--- src/rtl/multdiv_controller.sv ---
// multdiv_controller: sequences multiply/divide ops, stalls the pipeline and writes back the result or an exception code.
module multdiv_controller #(
    parameter int TIMEOUT     = 40,
    parameter int RSTATUS_REG = 30
) (
    input  logic        clock,
    input  logic        reset,
    input  logic        issue_valid,
    input  logic [4:0]  opcode,
    input  logic [4:0]  aluop,
    input  logic [4:0]  rd,
    input  logic        unit_ready,
    input  logic [31:0] unit_result,
    input  logic        unit_exception,
    output logic        ctrl_mult,
    output logic        ctrl_div,
    output logic        stall,
    output logic        wb_en,
    output logic [4:0]  wb_reg,
    output logic [31:0] wb_data,
    output logic        timeout_err
);
    localparam int CW = $clog2(TIMEOUT + 1);
    localparam logic [4:0] RS = RSTATUS_REG[4:0];
    typedef enum logic [1:0] {IDLE, BUSY, DONE} state_t;
    state_t state;
    logic [CW-1:0] cnt;
    logic [4:0] rd_q;
    logic op_div, exc_q;
    logic [31:0] res_q;
    logic is_mul, is_div, start, done;
    assign is_mul = opcode == 5'b00000 && aluop == 5'b00110;
    assign is_div = opcode == 5'b00000 && aluop == 5'b00111;
    // start pulse is combinational so the unit launches in the issue cycle itself
    assign start = !reset && state == IDLE && issue_valid && (is_mul || is_div);
    assign done = state == DONE;
    assign ctrl_mult = start && is_mul;
    assign ctrl_div = start && is_div;
    assign stall = start || state == BUSY;
    assign wb_en = done && (exc_q || rd_q != 5'd0);
    assign wb_reg = !done ? 5'd0 : exc_q ? RS : rd_q;
    assign wb_data = !done ? 32'd0 : exc_q ? (op_div ? 32'd5 : 32'd4) : res_q;
    always_ff @(posedge clock) begin
        if (reset) begin
            state <= IDLE;
            cnt <= '0;
            rd_q <= '0;
            op_div <= 1'b0;
            exc_q <= 1'b0;
            res_q <= '0;
            timeout_err <= 1'b0;
        end else begin
            case (state)
                IDLE: if (start) begin
                    rd_q <= rd;
                    op_div <= is_div;
                    cnt <= CW'(1);
                    state <= BUSY;
                end
                BUSY: begin
                    cnt <= cnt + CW'(1);
                    if (unit_ready) begin
                        res_q <= unit_result;
                        exc_q <= unit_exception;
                        state <= DONE;
                    end else if (cnt == CW'(TIMEOUT)) begin
                        res_q <= '0;
                        exc_q <= 1'b1;
                        timeout_err <= 1'b1;
                        state <= DONE;
                    end
                end
                default: state <= IDLE;
            endcase
        end
    end
endmodule

--- config.mk ---
export PLATFORM = sky130hd
export DESIGN_NAME = multdiv_controller
export DESIGN_NICKNAME = d
export VERILOG_FILES = /design/src/rtl/multdiv_controller.sv
export SDC_FILE = /design/constraint.sdc
export NUM_CORES = 1
export LEC_CHECK = 0
export CAP_MARGIN = 10
export CORE_UTILIZATION = 35
export DETAILED_ROUTE_END_ITERATION = 10
export PLACE_DENSITY = 0.79
export RECOVER_POWER = 25
export SLEW_MARGIN = 40
export SYNTH_ARGS = -nofsm -noshare
export SYNTH_HDL_FRONTEND = slang
export SYNTH_SLANG_ARGS = --single-unit
--- constraint.sdc ---
create_clock -name clock -period 2 [get_ports clock]
set_input_delay 0.3 -clock clock [delete_from_list [all_inputs] [get_ports clock]]
set_output_delay 0.3 -clock clock [all_outputs]
set_load 0.01 [all_outputs]
---- Yosys cells after proc, flatten, opt, wreduce, memory -nomap -nowiden ----
Index checks and enable logic that the tools add are counted.
storage, ports and cells
  register bits ........................... 48
  latch bits .............................. 0
  memory bits (writable) .................. 0
  ROM bits ................................ 0
  input port bits ......................... 52
  word-level logic and storage cells ...... 53
  memories ................................ 0
operators by class
  add/sub/neg operators ................... 1
  multiply operators ...................... 0
  div/mod/pow operators ................... 0
  magnitude comparators ................... 0
  equal/unequal tests ..................... 7
  shift-type cells ........................ 0
  muxes and demuxes ....................... 15
  bitwise logic cells ..................... 1
  reductions and logical operators ........ 22
operators by type and width
  kind                                                              number
  32-bit two-way mux                                                4
  6-bit case mux with 2 select lines                                1
  5-bit by 3-bit == test with 1-bit output (second input constant)  2
  5-bit two-way mux                                                 2
  1-bit logical AND                                                 8
  2-bit AND reduction                                               4
  6-bit by 1-bit adder with 6-bit output (second input constant)    1
  6-bit == test (second input constant)                             1
  2-bit two-way mux                                                 3
  6-bit two-way mux                                                 1
  5-bit zero test                                                   1
  5-bit nonzero test                                                1
  2-bit case mux with 2 select lines                                1
  2-bit nonzero test                                                2
  1-bit logical OR                                                  3
  1-bit two-way mux                                                 3
  3-bit by 2-bit != test with 1-bit output (second input constant)  1
  3-bit AND reduction                                               1
  2-bit by 1-bit == test with 1-bit output (second input constant)  1
  2-bit == test (second input constant)                             1
  2-bit zero test                                                   1
  2-bit != test (second input constant)                             1
  1-bit zero test                                                   1
  1-bit NOT                                                         1

---- Longest topological paths before layout ----
  depth after elaboration ................. 6
  mapped depth ............................ 6

---- Worst setup path after synthesis ----
OpenSTA, ideal clock, no wires.
  path kind ............................... register -> output
  from .................................... reg state[1]
  to ...................................... out ctrl_div
  data arrival time ....................... 1.247 ns
  required time ........................... 1.700 ns
  path slack .............................. 0.453 ns
  stages on the path, launching flop included .. 5
  buffers on the path ..................... 1
  cell sequence ........................... dfxtp_1 > nor4_1 > and4_1 > buf_4 > and2_1
between the ends
  cells in the longest elaborated chain, start to end .. 5
RTL lines
  element                         RTL line  source
  start: declaration              26        state_t state;
  start signal: assignment        45        state <= IDLE;
  start signal: assignment        58        state <= BUSY;
  start signal: assignment        65        state <= DONE;
  2-bit zero test                 35        assign start = !reset && state == IDLE && issue_valid && (is_mul || is_div);
  1-bit logical AND (3 in a row)  35
  1-bit logical AND               38        assign ctrl_div = start && is_div;
  end: declaration                16        output logic ctrl_div,
Every way passes these cells.

---- Worst setup path in the final report ----
  from .................................... reg state[1]
  to ...................................... out wb_data[2]
between the ends
  cells in the longest elaborated chain, start to end .. 2
RTL lines
  element             RTL line  source
  2-bit == test       36        assign done = state == DONE;
  32-bit two-way mux  42        assign wb_data = !done ? 32'd0 : exc_q ? (op_div ? 32'd5 : 32'd4) : res_q;
  end: declaration    20        output logic [31:0] wb_data,
Every way passes these cells.

==> flow_summary.json <==
{
  "status": "complete, no violations",
  "muxShareOfSynthArea_pct": 3.385,
  "synth_warnings": 0,
  "slowest_stage": "clkdlybuf4s50_1",
  "synth_top_family_by_area": "simple AND/OR/NAND/NOR gates",
  "htree_levels": 2,
  "port_buffers": 93,
  "dp_hpwl_um": 3873,
  "synth_compound_area_share_pct": 20.19,
  "start_kind": "flop",
  "cap_viol_max_count": 0,
  "worst_pin_slew_ns": 0.6317,
  "die-height_um": 79.59,
  "p_leak_nw": 1.396,
  "grt_overflow_total": 0,
  "synth_fa_ha_area_share_pct": 1.188,
  "synth_simple_gate_area_share_pct": 24.41,
  "die_area_um2": 6335,
  "core_area_um2": 5642,
  "ys_seq_area_share_pct": 45.61,
  "synth-edff-count": 0,
  "diodes": 0,
  "fill_cells": 502,
  "path_class": "reg -> out",
  "async_reset_ff_share_pct": 0,
  "rsz0062_at_grt": "false",
  "syn_inst": 218,
  "met2_usage_pct": 31.03,
  "first_iter_violations": 65,
  "grt_pass1_wl_um": 9039,
  "fin_worst_skew_ns": 0.006010,
  "met1_usage_pct": 23.22,
  "cts_tree": "built",
  "gp_congestion": 0.7528,
  "final_cell_area_um2": 3308,
  "clockBufferDepth": 2,
  "cts_root_buf": "clkbuf_8",
  "ys_types": 41,
  "routed_via_density": 4.939,
  "synth_xor_area_share_pct": 0,
  "ys_ff_latch": 48,
  "clock_latency_ns": 0.29,
  "max_stage_delay_ns": 0.56,
  "met3_usage_pct": 3.429,
  "ys_top_cells_by_count": "dfxtp_1 (48), and2_1 (32), a22o_1 (22), nor2_1 (17), nand2_1 (12)",
  "fin_crit_ns": 1.941,
  "synth_area_um2": 2107,
  "drive_gt1_share_pct": 20.50,
  "path_clk_slew_ns": 0.08,
  "antenna_found_initial": 0,
  "wl_um": 5510,
  "die_w_um": 79.59,
  "finalPower_mw": 2.039,
  "irDropWorstVdd_uv": 402.7,
  "synthFlopType": "dfxtp_1",
  "hold_buffers": 0,
  "vias": 1946,
  "avgSynthCellArea_um2": 9.665,
  "floorplan.initialDensity_pct": 37.35,
  "grt_use_total_pct": 18.18,
  "num_io_pins": 94,
  "worst_setup_path_end_kind": "output port",
  "setup_violations": 0,
  "crit_chain": "buf_4, nand2b_4, buf_4, nor2_1, clkdlybuf4s50_1",
  "clock_sinks": 48,
  "cpLargestDelayFamily": "buffers and inverters",
  "gr-max-usage-layer": "met2",
  "critPathMostFrequentCell": "buf_4",
  "final_max_slew_viol_count": 0,
  "timing.final.crit_share_pct": 97.06,
  "placed_area_um2": 3169,
  "hold_path.class": "reg -> reg",
  "slew_headroom_pct": 57.88,
  "numCtsBuffers": 5,
  "synth_top_area_cell": "dfxtp_1",
  "hold_viol": 0,
  "syn_nets": 272,
  "area_growth_pct": 57.01,
  "grt_max_degree": 18,
  "cp.required_ns": 1.70,
  "rows": 27,
  "p_per_area_nw_per_um2": 616.4,
  "yosysMostFrequentCell": "dfxtp_1",
  "ys_top_cells_by_area": "dfxtp_1 (46%), and2_1 (9.5%), a22o_1 (9.1%)",
  "critPathArrivalTime_ns": 1.64,
  "grt_pass1_vias": 1916,
  "synth_top_area_share_pct": 45.61,
  "drt_first_pass_iters": 4,
  "crit_buf_inv": 3,
  "wl_per_cell_um": 13.98,
  "ant_nets": 0,
  "fmax_mhz": 515.2,
  "crit_fanout": 7,
  "nNetsFinal": 375,
  "drc": 0
}
[cells in the final DEF (no fill, tap or decap), types with 4 or more instances in the layout]
| cell type | synthesis | routed |
|---|---|---|
| clkbuf_8 | 0 | 5 |
| dlygate4sd2_1 | 0 | 16 |
| clkbuf_2 | 0 | 19 |
| dfxtp_1 | 48 | 46 |
| and2_1 | 32 | 32 |
| nand3_1 | 7 | 7 |
| a22o_2 | 10 | 10 |
| nand2_1 | 12 | 12 |
| o211ai_1 | 4 | 4 |
| a22o_1 | 22 | 22 |
| mux2i_1 | 6 | 6 |
| clkdlybuf4s50_1 | 0 | 53 |
| nor2_1 | 17 | 16 |
| nor2b_1 | 4 | 4 |
| a21oi_1 | 4 | 4 |
| buf_4 | 1 | 15 |
[kinds of logic (layout without fill, tap and decap cells)]
logic type / count (synthesis) / count (layout)
simple gates: 92 / 92
fa+ha+maj: 2 / 2
compound gates: 48 / 48
flops: 48 / 48
mux: 7 / 7
buf+inv: 21 / 125
[metal layers]
| metal | vias up | part of all wire (%) |
|---|---|---|
| met4 | 0 | 0.62 |
| met5 | - | 0 |
| met3 | 4 | 5.7 |
| li1 | 982 | - |
| met1 | 888 | 46 |
| met2 | 72 | 48 |
[cell type report]
type	instances	area, µm²	area share, %
multi-input combinational	149	1077	32.56
timing repair buffer	112	999.7	30.22
clock inverter	3	90.09	2.723
tap	72	90.09	2.723
inverter	5	18.77	0.5673
sequential	48	963.4	29.12
clock buffer	5	68.82	2.080
[path summary, 6_finish.rpt]
kind,start,end,slack [ns],depth (start not counted)
worst max-delay path,state[1]$_SDFFE_PP0P_,wb_data[2],0.06,5
worst min register to register,res_q[12]$_SDFFE_PP0P_,res_q[12]$_SDFFE_PP0P_,0.48,1
worst max register to register,cnt[0]$_SDFFE_PP0P_,res_q[30]$_SDFFE_PP0P_,0.20,6
worst min-delay path,res_q[12]$_SDFFE_PP0P_,res_q[12]$_SDFFE_PP0P_,0.48,1
[state kept, by name (all words and copies together) (netlist names)]
name	flops
op_div	1
state	2
cnt	6
rd_q	5
exc_q	1
timeout_err	1
res_q	32
[report_power, final]
part | switching, mW | internal (mW) | total [mW] | leakage [nW]
Clock | 0.313 | 0.625 | 0.937 | 0.0784
Sequential | 0.000120 | 0.955 | 0.955 | 0.387
Combinational | 0.0462 | 0.100 | 0.147 | 0.931
Total | 0.359 | 1.68 | 2.04 | 1.40
[what timing repair did]
item | CTS | global route
cloned | 1 | 0
setup endpoints to repair | 34 | 21
gates resized for setup | 58 | 24
pin swaps | 3 | 3
buffers inserted | 3 | 0
[metrics by stage]
stage | setup WS (ns) | util [%] | std cells | setup TNS (ns) | hold slack, ns
finish | 0.05885 | 58.64 | 394 | 0 | 0.4772
CTS | 0.0005311 | 60.24 | 394 | 0 | 0.4800
global placement | -0.3262 | 56.18 | 382 | -0.9066 | 0.4444
global route | 0.002210 | 58.64 | 394 | 0 | 0.4922
detailed placement | -0.3549 | 56.18 | 382 | -1.008 | 0.4559
floorplan | 0.4528 | - | 218 | 0 | 0.4255
No activity file was read; power rests on OpenSTA's default activity.
